<file path="src/rtl/key_entry_pkg.sv">
// -----------------------------------------------------------------------------
// key_entry_pkg
// Purpose : shared definitions for the keypad entry block: FSM state
//           encodings, BCD digit width, key command codes and a small
//           key classification helper.
// Contents: BCD_W, state_t (IDLE/PRESS_DB/HELD/RELEASE_DB),
//           ADD, SUB, MUL, EQ, CLR, BKSP, is_digit().
// -----------------------------------------------------------------------------
package key_entry_pkg;

  localparam int BCD_W = 4;

  typedef enum logic [1:0] {
    IDLE       = 2'd0,
    PRESS_DB   = 2'd1,
    HELD       = 2'd2,
    RELEASE_DB = 2'd3
  } state_t;

  localparam logic [BCD_W-1:0] ADD  = 4'd10;
  localparam logic [BCD_W-1:0] SUB  = 4'd11;
  localparam logic [BCD_W-1:0] MUL  = 4'd12;
  localparam logic [BCD_W-1:0] EQ   = 4'd13;
  localparam logic [BCD_W-1:0] CLR  = 4'd14;
  localparam logic [BCD_W-1:0] BKSP = 4'd15;

  // Codes 0-9 are numeric digits; everything above is a command.
  function automatic logic is_digit(input logic [BCD_W-1:0] code);
    return (code <= 4'd9);
  endfunction

endpackage

</file>
<file path="src/rtl/key_entry_fsm_debounce_counter.sv">
// -----------------------------------------------------------------------------
// debounce_counter
// Purpose : saturating cycle counter used to qualify key press and release.
//           Counts up while i_inc is high, stops at TERMINAL and flags it.
// Ports   : i_clk   - clock (rising edge)
//           i_rst   - asynchronous active-high reset
//           i_clear - synchronous clear (has priority over i_inc)
//           i_inc   - count one more stable cycle
//           o_tc    - high while the count equals TERMINAL
// -----------------------------------------------------------------------------
module debounce_counter #(
  parameter int TERMINAL = 4
) (
  input  logic i_clk,
  input  logic i_rst,
  input  logic i_clear,
  input  logic i_inc,
  output logic o_tc
);

  localparam int CW = (TERMINAL < 1) ? 1 : $clog2(TERMINAL + 1);
  localparam logic [CW-1:0] TC_VAL = CW'(TERMINAL);

  logic [CW-1:0] r_count;

  always_ff @(posedge i_clk or posedge i_rst) begin
    if (i_rst) begin
      r_count <= '0;
    end else if (i_clear) begin
      r_count <= '0;
    end else if (i_inc && (r_count != TC_VAL)) begin
      // Saturate so a long stable period never wraps back to zero.
      r_count <= r_count + CW'(1);
    end
  end

  assign o_tc = (r_count == TC_VAL);

endmodule

</file>
<file path="src/rtl/key_entry_fsm.sv">
// -----------------------------------------------------------------------------
// key_entry_fsm
// Purpose : debounces keys from an upstream keyboard controller and builds a
//           packed-BCD operand from digit keys; command keys publish an opcode
//           with a one-cycle valid pulse. Each physical press acts once.
// Ports   : CLK        - clock, all state changes on rising edge
//           RESET      - asynchronous active-high reset
//           KeyRead    - key currently pressed
//           BCDKey     - code of the pressed key (valid while KeyRead=1)
//           Operand    - 4 packed BCD digits, newest digit in low nibble
//           DigitCount - digits entered (0..MAX_DIGITS)
//           OpCode     - last accepted command code (10..13)
//           OpValid    - one-cycle pulse when a command is accepted
//           Overflow   - sticky, set by a digit arriving when full
// Config  : define KEY_BACKSPACE_EN to make code 15 a backspace; otherwise
//           code 15 is debounced and silently consumed.
// -----------------------------------------------------------------------------
module key_entry_fsm
  import key_entry_pkg::*;
#(
  parameter int DEBOUNCE_CYCLES = 4,
  parameter int MAX_DIGITS      = 4
) (
  input  logic             CLK,
  input  logic             RESET,
  input  logic             KeyRead,
  input  logic [BCD_W-1:0] BCDKey,
  output logic [15:0]      Operand,
  output logic [2:0]       DigitCount,
  output logic [3:0]       OpCode,
  output logic             OpValid,
  output logic             Overflow
);

  localparam logic [2:0] MAX_CNT = 3'(MAX_DIGITS);

  state_t           r_state;
  state_t           w_state_next;
  logic [BCD_W-1:0] r_key;
  logic [15:0]      r_operand;
  logic [2:0]       r_digit_count;
  logic [3:0]       r_opcode;
  logic             r_op_valid;
  logic             r_overflow;

  logic w_capture;
  logic w_fire;
  logic w_cnt_clear;
  logic w_cnt_inc;
  logic w_cnt_tc;

  debounce_counter #(
    .TERMINAL (DEBOUNCE_CYCLES)
  ) u_debounce (
    .i_clk   (CLK),
    .i_rst   (RESET),
    .i_clear (w_cnt_clear),
    .i_inc   (w_cnt_inc),
    .o_tc    (w_cnt_tc)
  );

  // State register
  always_ff @(posedge CLK or posedge RESET) begin
    if (RESET) begin
      r_state <= IDLE;
    end else begin
      r_state <= w_state_next;
    end
  end

  // Next-state and control decode
  always_comb begin
    w_state_next = r_state;
    w_capture    = 1'b0;
    w_fire       = 1'b0;
    w_cnt_clear  = 1'b0;
    w_cnt_inc    = 1'b0;
    case (r_state)
      IDLE: begin
        if (KeyRead) begin
          w_capture    = 1'b1;
          w_cnt_clear  = 1'b1;
          w_state_next = PRESS_DB;
        end
      end
      PRESS_DB: begin
        // A drop or a code change means the press was noise.
        if (!KeyRead || (BCDKey != r_key)) begin
          w_cnt_clear  = 1'b1;
          w_state_next = IDLE;
        end else if (w_cnt_tc) begin
          w_fire       = 1'b1;
          w_state_next = HELD;
        end else begin
          w_cnt_inc = 1'b1;
        end
      end
      HELD: begin
        if (!KeyRead) begin
          w_cnt_clear  = 1'b1;
          w_state_next = RELEASE_DB;
        end
      end
      RELEASE_DB: begin
        // Bounce during release goes back to HELD so it cannot re-trigger.
        if (KeyRead) begin
          w_state_next = HELD;
        end else if (w_cnt_tc) begin
          w_state_next = IDLE;
        end else begin
          w_cnt_inc = 1'b1;
        end
      end
      default: begin
        w_state_next = IDLE;
      end
    endcase
  end

  // Key capture and datapath; r_key is stable for the whole debounce window
  // so the action always uses the code that was actually qualified.
  always_ff @(posedge CLK or posedge RESET) begin
    if (RESET) begin
      r_key         <= '0;
      r_operand     <= '0;
      r_digit_count <= '0;
      r_opcode      <= '0;
      r_op_valid    <= 1'b0;
      r_overflow    <= 1'b0;
    end else begin
      r_op_valid <= 1'b0;
      if (w_capture) begin
        r_key <= BCDKey;
      end
      if (w_fire) begin
        if (is_digit(r_key)) begin
          if (r_digit_count < MAX_CNT) begin
            r_operand     <= {r_operand[11:0], r_key};
            r_digit_count <= r_digit_count + 3'd1;
          end else begin
            r_overflow <= 1'b1;
          end
        end else if (r_key == CLR) begin
          r_operand     <= '0;
          r_digit_count <= '0;
          r_overflow    <= 1'b0;
        end else if (r_key == BKSP) begin
`ifdef KEY_BACKSPACE_EN
          r_operand  <= {4'h0, r_operand[15:4]};
          r_overflow <= 1'b0;
          if (r_digit_count != 3'd0) begin
            r_digit_count <= r_digit_count - 3'd1;
          end
`else
          // Backspace disabled: key is consumed with no visible effect.
`endif
        end else begin
          r_opcode   <= r_key;
          r_op_valid <= 1'b1;
        end
      end
    end
  end

  assign Operand    = r_operand;
  assign DigitCount = r_digit_count;
  assign OpCode     = r_opcode;
  assign OpValid    = r_op_valid;
  assign Overflow   = r_overflow;

endmodule

</file>
<file path="config.mk">
export PLATFORM = sky130hd
export DESIGN_NAME = key_entry_fsm
export DESIGN_NICKNAME = d
export VERILOG_FILES = /design/src/rtl/key_entry_pkg.sv /design/src/rtl/key_entry_fsm_debounce_counter.sv /design/src/rtl/key_entry_fsm.sv
export SDC_FILE = /design/constraint.sdc
export NUM_CORES = 1
export LEC_CHECK = 0
export BUFFER_PORTS_ARGS = -buffer_cell sky130_fd_sc_hd__buf_2
export CORE_ASPECT_RATIO = 1.5
export CORE_MARGIN = 2
export CORE_UTILIZATION = 58
export DETAILED_ROUTE_END_ITERATION = 8
export GPL_ROUTABILITY_DRIVEN = 0
export GPL_TIMING_DRIVEN = 0
export PLACE_DENSITY = 0.83
export REMOVE_ABC_BUFFERS = 1
export SLEW_MARGIN = 40
export SYNTH_ARGS = -nofsm -noshare
export SYNTH_HDL_FRONTEND = slang
export SYNTH_SLANG_ARGS = --single-unit
</file>
<file path="constraint.sdc">
create_clock -name CLK -period 2.9 [get_ports CLK]
set_clock_uncertainty 0.15 [all_clocks]
set_input_delay 0.725 -clock CLK [delete_from_list [all_inputs] [get_ports CLK]]
set_output_delay 0.725 -clock CLK [all_outputs]
set_load 0.005 [all_outputs]
</file>
# Yosys cells after proc, flatten, opt, wreduce, memory -nomap -nowiden
# Index checks and enable logic that the tools add are counted.
# classes
add_sub_neg	2
mul	0
div	0
order_cmp	2
eq_ne	14
shift	0
muxes	34
n_bitwise	3
n_reduce_logical	10
# ops
cell	n
two-way mux 16 bit	3
two-way mux 1 bit	17
two-way mux 3 bit	5
two-way mux 2 bit	6
equality test 4 bit, second input constant	2
one-hot mux 2 bit (4 select lines)	1
AND reduction 4 bit	2
adder 3 x 1 -> 3 bit, second input constant	2
inequality test 2 bit, second input constant	3
inequality test 3 x 2 -> 1 bit, second input constant	2
AND reduction 3 bit	2
equality test 2 bit, second input constant	2
<= comparator 4 bit, second input constant	1
inequality test 4 bit	1
nonzero test 2 bit	2
equality test 3 bit, second input constant	1
< comparator 3 bit, second input constant	1
inequality test 3 bit, second input constant	1
inverter 1 bit	3
one-hot mux 1 bit (3 select lines)	1
equality test 2 x 1 -> 1 bit, second input constant	1
logical NOT 2 bit	1
inequality test 2 x 1 -> 1 bit, second input constant	1
one-hot mux 1 bit (2 select lines)	1
other kinds (3)	3
# word_totals
reg_bits	34
latchBits	0
ramBits	0
romBits	0
in_bits	7
out_inout_bits	25
word_cells	73
memories	0

# Logic depth before layout (Yosys ltp)
# Gate-level depths: netlist of run 1.
# logic_depth
depth_word	7
mapped_depth	8
mapped_depth_nobuf	7

# Hierarchy
# Synthesis of run 1 repeated with hierarchy kept, for this count alone.
# hier_totals
cells_unflattened	137
hier_area_um2	1630.3
# by_module_without_submodules
module	n_inst	cells_each	area_each_um2	seq_area_each_um2
key_entry_fsm	1	118	1428.9	775.7
debounce_counter	1	19	201.4	75.1

# Worst setup path after synthesis of run 1
# No wires, ideal clock.
# synth_timing
kind	in2reg
startpoint	input BCDKey[3]
endpoint	register r_opcode[0] (netlist: OpCode[0])
setup_ps	125
t_arrival_ps	1875
required_ps	2625
path_slack_ps	750
cell_stages	7
n_path_buf	2
cell_sequence	xnor2_1 -> and4_1 -> buf_6 -> and3_4 -> buf_6 -> and3_4 -> mux2_4
# synth_via
elab_chain_cells	5
# synth_lines
item	line	rtl
start, declared	key_entry_fsm.sv:27	input logic [BCD_W-1:0] BCDKey,
inequality test 4 bit	key_entry_fsm.sv:88	if (!KeyRead || (BCDKey != r_key)) begin
logical OR 1 bit	key_entry_fsm.sv:88	
two-way mux 1 bit	key_entry_fsm.sv:88	
two-way mux 1 bit	key_entry_fsm.sv:78	case (r_state)
AND reduction 4 bit (no line)	n/a	
end signal, assigned	key_entry_fsm.sv:158	r_opcode <= r_key;
end, declared	key_entry_fsm.sv:42	logic [3:0] r_opcode;
# No other way between the ends.
# A chain may end at the register's enable or synchronous reset.

# Worst setup path in the final report of run 1
# layout_timing
startpoint	register r_key[3]
endpoint	register r_digit_count[0] (netlist: DigitCount[0])
# layout_via
elab_chain_cells	5
word_cells_on_any_way	10
# layout_lines
item	line	rtl
start, declared	key_entry_fsm.sv:39	logic [BCD_W-1:0] r_key;
start signal, assigned	key_entry_fsm.sv:133	r_key <= BCDKey;
parallel branches: the longest is 5 deep, another holds <= comparator 4 bit	n/a	
end signal, assigned	key_entry_fsm.sv:139	r_digit_count <= r_digit_count + 3'd1;
end, declared	key_entry_fsm.sv:41	logic [2:0] r_digit_count;
# Parallel ways; which one is timed is not known.

==> impl_metrics.env, run 1 <==
export IMPL_leakagePower_uw=0.000934
export IMPL_netlist_area_sq_mm=0.00161
export IMPL_wl_um=3080
export IMPL_finalSetupViolCount=0
export IMPL_r2r_cells=5
export IMPL_synth_compound_area_share_pct=17.9
export IMPL_syn_to_final_growth_pct=13.8
export IMPL_drc=0
export IMPL_worst_ep_arrival_time_ns=2.36
export IMPL_cts_hold_buf=0
export IMPL_yosysMostFrequentCell="dfrtp_1"
export IMPL_grt_setup_unrepaired="false"
export IMPL_viasPerCell=5.94
export IMPL_htree_levels=2
export IMPL_max_freq_ghz=0.437
export IMPL_fin_util_pct=69.2
export IMPL_cts_root_buf="clkbuf_8"
export IMPL_final_nets=177
export IMPL_ff_latch_area_sq_um=851
export IMPL_route_layer_met1_wl_um=1200
export IMPL_grt_max_degree=35
export IMPL_yosys_top_cells_count="dfrtp_1, a22o_1, a21oi_1, inv_1"
export IMPL_synth_xor_area_share_pct=3.26
export IMPL_coreArea_sq_mm=0.00265
export IMPL_required_ns=2.97
export IMPL_num_vias=1205
export IMPL_max_stage_delay_ns=0.61
export IMPL_route_met3_wl_um=131
export IMPL_drt_pre_antenna_iters=5
export IMPL_max_cap_viol_count=0
export IMPL_wl_met2_um=1680
export IMPL_synthCells=136
export IMPL_fin_tns_setup_ns=0
export IMPL_yosys_area_top_type_share_pct=52.8
export IMPL_first_global_vias=1158
export IMPL_async_reset_ff_share_pct=100
export IMPL_layout_drive_gt1_share_pct=30.7
export IMPL_worst_setup_path_end_kind="register"
export IMPL_die_w_um=47.0
export IMPL_antenna_found_initial=0
export IMPL_clock_latency_ns=0.28
export IMPL_synth_simple_area_share_pct=13.4
export IMPL_holdCritPathClass="register to register"
export IMPL_cts_inserted_buffers=5
export IMPL_overflow=0
export IMPL_fillers=209
export IMPL_crit_fanout=15
export IMPL_min_period_ns=2.29
export IMPL_routed_top_layer="met4"
export IMPL_cp_endpoint="DigitCount[0]$_DFFE_PP0P_"
export IMPL_synth_fa_ha_area_share_pct=2.33
export IMPL_post_dp_cell_area_sq_mm=0.00175
export IMPL_r2r_setup_slack_ns=0.61
export IMPL_worstReg2RegStart="r_key[3]$_DFFE_PP0P_"
export IMPL_die_area_sq_mm=0.00322
export IMPL_crit_cells=5
export IMPL_cts_resized=0
export IMPL_diodes=0
export IMPL_cp_cell_sequence="xnor2_1, and4_1, nand2_1, nor4_4, mux2_2"
export IMPL_synth_area_mux_share_pct=4.97
export IMPL_synth_edff_count=0
export IMPL_yosysUniqueCellTypes=41
export IMPL_synth_top_family_by_area="compound AO/OA/AOI/OAI gates"
export IMPL_slew_viol_final=0
export IMPL_synth_top_flop_cell="dfrtp_1"
export IMPL_grt_pass1_wl_um=4990
export IMPL_grt_util_all_layers_pct=22.0
export IMPL_synthTopCellsByArea="dfrtp_1, a22o_1, mux2_2, xnor2_1, ha_1"
export IMPL_start_util_pct=60.8
export IMPL_ys_warn_count=0
export IMPL_finalHoldViolCount=0
export IMPL_cts_sinks=34
export IMPL_clockBufferDepth=2
export IMPL_slew_headroom_pct=44.9
export IMPL_startpoint_type="register"
export IMPL_powerDensity_mw_per_mm2=510
export IMPL_ant_nets=0
export IMPL_worst_pin_slew_ns=0.827
export IMPL_drt_iter0_drc=38
export IMPL_critPathBufInv=0
export IMPL_path_clk_slew_ns=0.07
export IMPL_multi_input_area_sq_um=676
export IMPL_path_class="register to register"
export IMPL_die_h_um=68.5
export IMPL_synth_seq_cells=34
export IMPL_postCtsSetupRepairBufs=0
export IMPL_r2r_end="DigitCount[0]$_DFFE_PP0P_"
export IMPL_hpwl_um=2220
export IMPL_worstSetupStartpoint="r_key[3]$_DFFE_PP0P_"
export IMPL_cts_tree="done"
export IMPL_yosysTopAreaCell="dfrtp_1"
export IMPL_postSynthAreaPerCell_sq_um=11.8
export IMPL_crit_path_top_delay_cell="nor4_4"
export IMPL_fin_crit_sh_pct=78.9
export IMPL_seq_area_frac_synth_pct=52.8
export IMPL_final_area_sq_mm=0.00183
export IMPL_status="completed"
export IMPL_peakVddDrop_uv=352
export IMPL_num_io_pins=32
export IMPL_cpLargestDelayFamily="simple AND/OR/NAND/NOR gates"
export IMPL_wl_per_cell_um=15.2
export IMPL_num_rows=23
export IMPL_io_buffers=31
[how the worst min path moves through the flow]
stage	from	endpoint	slack, ns	depth (start not counted)
2_1_floorplan	OpCode[3]$_DFFE_PP0P_	OpCode[3]$_DFFE_PP0P_	0.31	1
3_3_place_gp	OpCode[3]$_DFFE_PP0P_	OpCode[3]$_DFFE_PP0P_	0.30	1
3_5_place_dp	OpCode[3]$_DFFE_PP0P_	OpCode[3]$_DFFE_PP0P_	0.30	1
4_1_cts	OpCode[3]$_DFFE_PP0P_	OpCode[3]$_DFFE_PP0P_	0.32	1
5_1_grt	OpCode[3]$_DFFE_PP0P_	OpCode[3]$_DFFE_PP0P_	0.34	1
6_report	OpCode[3]$_DFFE_PP0P_	OpCode[3]$_DFFE_PP0P_	0.31	1
[state kept, by name, summed over array words and instances, names as in the netlist]
name and flops:
DigitCount 3, r_state 2, u_debounce.r_count 3, Overflow 1, r_key 4, Operand 16
OpValid 1, OpCode 4
[cell families (layout without fill, tap and decap cells)]
family	count (synthesis)	count (layout)
XOR/XNOR	6	6
AO/OA/AOI/OAI	39	39
adder cells (fa/ha/maj)	3	3
buffers and inverters	13	43
flip-flops	34	34
multiplexers	7	7
AND/OR/NAND/NOR	34	34
[cells in the final DEF (no fill, tap or decap), types with 2 or more instances in the layout]
cell type / n
dfrtp_1: 34
mux2i_1: 2
inv_1: 5
buf_2: 31
nor3b_1: 2
clkbuf_8: 6
a22o_1: 14
nor2_1: 5
nand2_1: 5
a21oi_1: 6
ha_1: 3
and3_2: 2
o21ai_0: 5
a31oi_1: 3
and3_4: 2
xnor2_1: 5
nand3_1: 5
mux2_2: 4
a21o_1: 3
nor2b_1: 3
[metrics by stage]
step	power, uW	setup slack [ns]	std cells	hold slack, ns
after floorplan	582	0.750	129	0.315
after global placement	604	0.377	197	0.300
after detailed placement	609	0.322	197	0.301
after CTS	942	0.602	203	0.316
after global routing	977	0.476	203	0.343
final	935	0.611	203	0.312
[worst reg2reg max path, delay by kind of cell, from the launching register on]
| kind | cells | cell delay [ns] |
|---|---|---|
| xor gates and xnor gates | 1 | 0.15 |
| DFF | 1 | 0.54 |
| muxes | 1 | 0.28 |
| and+or+nand+nor | 3 | 1.10 |
[power breakdown]
part	switching [uW]	internal, uW	total [uW]
registers	30.9	486	517
clock network	149	183	331
logic	48.8	37.4	86.2
total	229	706	935
[layout make-up]
cell class | count | area share (%)
tap | 37 | 2.53
sequential | 34 | 46.4
multi-input combinational | 89 | 36.9
timing repair buffer | 31 | 8.46
clock buffer | 6 | 4.51
inverter | 6 | 1.23
[routing by layer]
metal	vias to the layer above	global-route usage (%)
met5	-	0
met3	7	6.25
met1	605	21.2
li1	558	-
met2	35	40.8
met4	0	10.4
(Power assumes the default switching activity.)
==> run 2, diff against run 1 <==
--- a/config.mk
+++ b/config.mk
@@ -5,14 +5,15 @@
 export SDC_FILE = /design/constraint.sdc
 export NUM_CORES = 1
 export LEC_CHECK = 0
+export ABC_AREA = 1
 export BUFFER_PORTS_ARGS = -buffer_cell sky130_fd_sc_hd__buf_2
 export CORE_ASPECT_RATIO = 1.5
 export CORE_MARGIN = 2
-export CORE_UTILIZATION = 58
+export CORE_UTILIZATION = 54
 export DETAILED_ROUTE_END_ITERATION = 8
 export GPL_ROUTABILITY_DRIVEN = 0
 export GPL_TIMING_DRIVEN = 0
-export PLACE_DENSITY = 0.83
+export PLACE_DENSITY = 0.78
 export REMOVE_ABC_BUFFERS = 1
 export SLEW_MARGIN = 40
 export SYNTH_ARGS = -nofsm -noshare
==> constraint.sdc (replaced) <==
create_clock -name CLK -period 2.3 [get_ports CLK]
set_clock_uncertainty 0.15 [all_clocks]
set_input_delay 0.575 -clock CLK [delete_from_list [all_inputs] [get_ports CLK]]
set_output_delay 0.575 -clock CLK [all_outputs]
set_load 0.005 [all_outputs]
==> run 2 against run 1 <==
  * Synthesized cell count is 63% higher
  * Combinational power is 65% higher
  * Utilization is 4.8 points lower
  * Clock-buffer cell count is 1 higher
  * Cell count is 45% higher
  * Cell area is 8.9% higher
  * Die area is 14% higher
  * Fmax is 15% higher
  * Flip-flop and latch count stayed put
  * Sequential power is 22% higher
==> impl_metrics.env, run 2 <==
export IMPL_synthTopCellsByArea="dfrtp_1, nand2_1, nand4_1, inv_1, nand3_1"
export IMPL_cts_resized=1
export IMPL_largest_reg_flops=16
export IMPL_required_ns=2.38
export IMPL_num_io_pins=32
export IMPL_status="completed"
export IMPL_drt_pre_antenna_iters=4
export IMPL_synthCells=221
export IMPL_synth_seq_cells=34
export IMPL_crit_path_top_delay_cell="dfrtp_1"
export IMPL_yosys_top_cells_count="nand2_1, dfrtp_1, inv_1, nand4_1, nand3_1"
export IMPL_layout_common_cells="nand2_1, dfrtp_1, buf_2"
export IMPL_die_h_um=73.2
export IMPL_syn_to_final_growth_pct=15.7
export IMPL_wl_um=3390
export IMPL_place_inst=286
export IMPL_final_nets=263
export IMPL_max_cap_viol_count=0
export IMPL_slew_viol_final=0
export IMPL_wl_per_cell_um=11.5
export IMPL_startpoint_type="register"
export IMPL_drc=0
export IMPL_num_vias=1501
export IMPL_antenna_found_initial=0
export IMPL_drt_iter0_drc=62
export IMPL_coreArea_sq_mm=0.00310
export IMPL_clock_latency_ns=0.29
export IMPL_cp_cell_sequence="inv_1, nand2_1, inv_1, nor2_1, nand3_2, nor2_4, nand3_1, nand2_1, nand2_1, inv_1"
export IMPL_final_area_sq_mm=0.00200
export IMPL_r2r_end="OpCode[2]$_DFFE_PP0P_"
export IMPL_peakVddDrop_uv=390
export IMPL_cts_hold_buf=0
export IMPL_leakagePower_uw=0.00120
export IMPL_ant_nets=0
export IMPL_final_cells=294
export IMPL_overflow=0
export IMPL_synth_top_flop_cell="dfrtp_1"
export IMPL_fin_crit_sh_pct=86.7
export IMPL_worstReg2RegStart="r_key[0]$_DFFE_PP0P_"
export IMPL_yosysTopAreaCell="dfrtp_1"
export IMPL_grt_pass1_wl_um=6040
export IMPL_postSynthAreaPerCell_sq_um=7.80
export IMPL_r2r_cells=10
export IMPL_whs_ns=0.239
export IMPL_yosysUniqueCellTypes=22
export IMPL_cts_root_buf="clkbuf_8"
export IMPL_io_buffers=31
export IMPL_die_w_um=50.1
export IMPL_r2r_setup_slack_ns=0.30
export IMPL_cts_inserted_buffers=5
export IMPL_htree_levels=2
export IMPL_cts_tree="done"
export IMPL_yosys_area_top_type_share_pct=49.3
export IMPL_diodes=0
export IMPL_start_util_pct=55.7
export IMPL_layout_drive_gt1_share_pct=19.3
export IMPL_post_dp_cell_area_sq_mm=0.00190
export IMPL_worst_pin_slew_ns=0.697
export IMPL_max_stage_delay_ns=0.43
export IMPL_postCtsSetupRepairBufs=0
export IMPL_yosysMostFrequentCell="nand2_1"
export IMPL_slew_headroom_pct=53.4
export IMPL_crit_fanout=20
export IMPL_grt_max_degree=35
export IMPL_holdCritPathClass="primary input to async pin"
export IMPL_num_rows=25
export IMPL_min_period_ns=2.00
export IMPL_viasPerCell=5.11
export IMPL_cts_sinks=34
export IMPL_grt_setup_unrepaired="false"
export IMPL_powerDensity_mw_per_mm2=614
export IMPL_power_uw=1230
export IMPL_grt_util_all_layers_pct=21.7
export IMPL_first_global_vias=1434
export IMPL_synth_edff_count=0
export IMPL_finalSetupViolCount=0
export IMPL_hpwl_um=2320
export IMPL_ys_warn_count=0
export IMPL_path_class="register to register"
export IMPL_die_area_sq_mm=0.00367
export IMPL_async_reset_ff_share_pct=100
export IMPL_clockBufferDepth=2
export IMPL_finalHoldViolCount=0
export IMPL_path_clk_slew_ns=0.07
export IMPL_final_common_cell="nand2_1"
export IMPL_seq_area_frac_synth_pct=49.3
export IMPL_worst_setup_path_end_kind="register"
export IMPL_worst_ep_arrival_time_ns=2.08
export IMPL_netlist_area_sq_mm=0.00172
export IMPL_max_freq_ghz=0.501
-- run 2: through the flow --
stage               utilization [%]  setup TNS, ns  setup slack (ns)
finish                         64.4              0             0.305
global route                   64.4              0             0.119
CTS                            64.4              0             0.281
detailed placement             61.3         -0.626            -0.192
global placement               61.2          -6.17            -0.538
floorplan                         -              0            0.0362
-- run 2: how the worst max path moves through the flow --
| stage | start | endpoint | slack (ns) | depth (start not counted) |
|---|---|---|---|---|
| 6_report | r_key[0]$_DFFE_PP0P_ | OpCode[2]$_DFFE_PP0P_ | 0.30 | 10 |
| 5_1_grt | r_key[0]$_DFFE_PP0P_ | OpCode[0]$_DFFE_PP0P_ | 0.12 | 10 |
| 4_1_cts | r_key[0]$_DFFE_PP0P_ | OpCode[2]$_DFFE_PP0P_ | 0.28 | 10 |
| 3_5_place_dp | BCDKey[0] | OpCode[2]$_DFFE_PP0P_ | -0.19 | 11 |
| 3_3_place_gp | BCDKey[0] | OpCode[0]$_DFFE_PP0P_ | -0.54 | 11 |
| 2_1_floorplan | BCDKey[0] | OpCode[0]$_DFFE_PP0P_ | 0.04 | 10 |
-- run 2: power by group --
group          leakage [uW]  switching (uW)  internal [uW]
clock network     0.0000482             213            241
logic              0.000704             108           34.3
registers          0.000446            18.5            611
-- run 2: logic make-up (layout without fill, tap and decap cells) --
logic type | Yosys count | after routing | synth area share, %
buffers and inverters | 37 | 70 | 8.78
flip-flops | 34 | 34 | 49.3
XOR/XNOR | 2 | 2 | 1.02
AO/OA/AOI/OAI | 12 | 12 | 3.85
AND/OR/NAND/NOR | 133 | 133 | 34.8
adder cells (fa/ha/maj) | 3 | 3 | 2.18
-- run 2: cell type report --
type	instances	area, sq um
timing repair buffer	31	155
tap	40	50.0
clock inverter	1	5.00
multi-input combinational	150	732
fill	281	1100
sequential	34	851
clock buffer	7	86.3
inverter	31	116
-- run 2: critical path, delay by kind of cell (launching register included) --
family,cells,cell delay (ns)
and+or+nand+nor,7,1.18
buffers and inverters,3,0.17
DFF,1,0.43
-- run 2: layer usage --
| layer | up-vias | share of wire [%] | GRT usage (%) |
|---|---|---|---|
| met3 | 6 | 4.4 | 4.71 |
| met2 | 25 | 51 | 37.3 |
| li1 | 771 | - | - |
| met1 | 699 | 43 | 24.9 |
| met5 | - | 0 | 0 |
| met4 | 0 | 2.1 | 11.4 |
==> run 3, diff against run 2 <==
--- a/config.mk
+++ b/config.mk
@@ -9,11 +9,10 @@
 export BUFFER_PORTS_ARGS = -buffer_cell sky130_fd_sc_hd__buf_2
 export CORE_ASPECT_RATIO = 1.5
 export CORE_MARGIN = 2
-export CORE_UTILIZATION = 54
+export CORE_UTILIZATION = 30
 export DETAILED_ROUTE_END_ITERATION = 8
 export GPL_ROUTABILITY_DRIVEN = 0
 export GPL_TIMING_DRIVEN = 0
-export PLACE_DENSITY = 0.78
 export REMOVE_ABC_BUFFERS = 1
 export SLEW_MARGIN = 40
 export SYNTH_ARGS = -nofsm -noshare
==> run 3 against run 2 <==
  * Cell count grew 10%
  * Flip-flop and latch count unchanged
  * Register-to-register slack worse by 0.05 ns
  * Highest routed layer unchanged
  * Routed wire length grew 8.3%
  * Setup slack lost 0.048 ns
  * Sequential power barely moved
  * Fmax is 2.3% lower
  * Largest power group unchanged
  * Critical path depth shrank 2
  * Clock power up 13%
==> impl_metrics.env, run 3 (same netlist as run 2, synthesis figures left out) <==
export IMPL_fillers=577
export IMPL_start_util_pct=31.4
export IMPL_drt_iter0_drc=117
export IMPL_clockBufferDepth=2
export IMPL_num_rows=33
export IMPL_grt_setup_unrepaired="false"
export IMPL_cts_root_buf="clkbuf_8"
export IMPL_cts_resized=1
export IMPL_power_switching_share_pct=26.4
export IMPL_fin_tns_setup_ns=0
export IMPL_viasPerCell=4.65
export IMPL_diodes=0
export IMPL_antenna_found_initial=0
export IMPL_p_clk_share_pct=40.0
export IMPL_leakagePower_uw=0.00121
export IMPL_syn_to_final_growth_pct=19.0
export IMPL_r2r_setup_slack_ns=0.26
export IMPL_num_io_pins=32
export IMPL_cts_hold_buf=0
export IMPL_coreArea_sq_mm=0.00549
export IMPL_worst_setup_path_end_kind="register"
export IMPL_grt_max_degree=35
export IMPL_fin_crit_sh_pct=88.8
export IMPL_slew_viol_final=0
export IMPL_min_period_ns=2.04
export IMPL_hpwl_um=2550
export IMPL_worstSetupStartpoint="u_debounce.r_count[0]$_DFFE_PP0P_"
export IMPL_finalSetupViolCount=0
export IMPL_overflow=0
export IMPL_first_global_vias=1383
export IMPL_worst_ep_arrival_time_ns=2.12
export IMPL_cp_endpoint="OpCode[1]$_DFFE_PP0P_"
export IMPL_finalHoldViolCount=0
export IMPL_path_class="register to register"
export IMPL_drc=0
export IMPL_powerDensity_mw_per_mm2=627
export IMPL_grt_util_all_layers_pct=12.6
export IMPL_grt_pass1_wl_um=6410
export IMPL_seq_power_share_pct=48.9
export IMPL_die_w_um=65.9
export IMPL_postCtsSetupRepairBufs=0
export IMPL_wl_per_cell_um=11.3
export IMPL_cts_inserted_buffers=5
export IMPL_layout_common_cells="nand2_1, dfrtp_1, buf_2"
export IMPL_slew_headroom_pct=52.2
export IMPL_r2r_cells=8
export IMPL_internal_power_uw=947
export IMPL_final_common_cell="nand2_1"
export IMPL_die_area_sq_mm=0.00638
export IMPL_max_cap_viol_count=0
export IMPL_htree_levels=2
export IMPL_r2r_end="OpCode[1]$_DFFE_PP0P_"
export IMPL_whs_ns=0.252
export IMPL_die_h_um=96.8
export IMPL_power_uw=1290
export IMPL_final_nets=263
export IMPL_layout_drive_gt1_share_pct=19.7
export IMPL_worst_pin_slew_ns=0.716
export IMPL_crit_fanout=20
export IMPL_p_switching_uw=339
export IMPL_num_vias=1507
export IMPL_cts_tree="done"
export IMPL_io_buffers=31
export IMPL_comb_power_share_pct=11.1
export IMPL_path_clk_slew_ns=0.07
export IMPL_peakVddDrop_uv=237
export IMPL_drt_pre_antenna_iters=4
export IMPL_max_freq_ghz=0.489
export IMPL_fin_util_pct=37.4
export IMPL_ant_nets=0
export IMPL_cts_sinks=34
export IMPL_startpoint_type="register"
export IMPL_status="completed"
export IMPL_holdCritPathClass="primary input to async pin"
export IMPL_largest_reg_flops=16
export IMPL_required_ns=2.38
export IMPL_clock_latency_ns=0.28
export IMPL_worstReg2RegStart="u_debounce.r_count[0]$_DFFE_PP0P_"
export IMPL_wl_um=3670
## run 3: changes by cell type in the layout (fill, tap and decap cells not counted)
cell,delta
clkbuf_1,-1
clkbuf_8,+2
clkinv_2,-1
## run 3: worst min-delay path by stage
stage / to / slack, ns
after floorplan: OpCode[3]$_DFFE_PP0P_ / 0.31
after global placement: OpCode[3]$_DFFE_PP0P_ / 0.29
after detailed placement: OpCode[3]$_DFFE_PP0P_ / 0.30
after CTS: r_key[3]$_DFFE_PP0P_ / 0.29
after global routing: Operand[4]$_DFFE_PP0P_ / 0.33
final: OpCode[3]$_DFFE_PP0P_ / 0.25
## run 3: per-stage QoR
step,setup slack (ns),area [sq um],instances
detailed placement,-0.254,1940,316
finish,0.257,2050,324
global placement,-0.645,1930,316
floorplan,0.0362,1690,215
global route,0.0357,2050,324
CTS,0.233,2050,324
## run 3: worst max-delay path, stage by stage (launching register included)
cell     delay, ns
dfrtp_1       0.40
inv_1         0.09
ha_1          0.15
nand2_1       0.18
inv_1         0.54
nand3_1       0.26
nand2_1       0.11
nand2_1       0.05
inv_1         0.04
## run 3: layout make-up
class	count	area, sq um	area share [%]
repair buffers	31	155	7.56
inverters	31	116	5.67
flip-flops and latches	34	851	41.5
well taps	70	87.6	4.27
multi-input cells	150	732	35.7
clock buffers	8	110	5.37
## run 3: layer usage
metal | global-route usage, % | vias up | part of all wire [%]
li1 | - | 773 | -
met1 | 16.5 | 690 | 46
met2 | 19.7 | 37 | 48
met3 | 3.49 | 7 | 4.8
met4 | 3.85 | 0 | 1.4
met5 | 0 | - | 0
## run 3: power by group through the flow
stage	Combinational [uW]	Clock (uW)	Sequential [uW]
floorplan	107	0	635
global placement	140	0	639
detailed placement	143	0	640
CTS	145	528	628
global route	164	551	632
finish	143	515	629
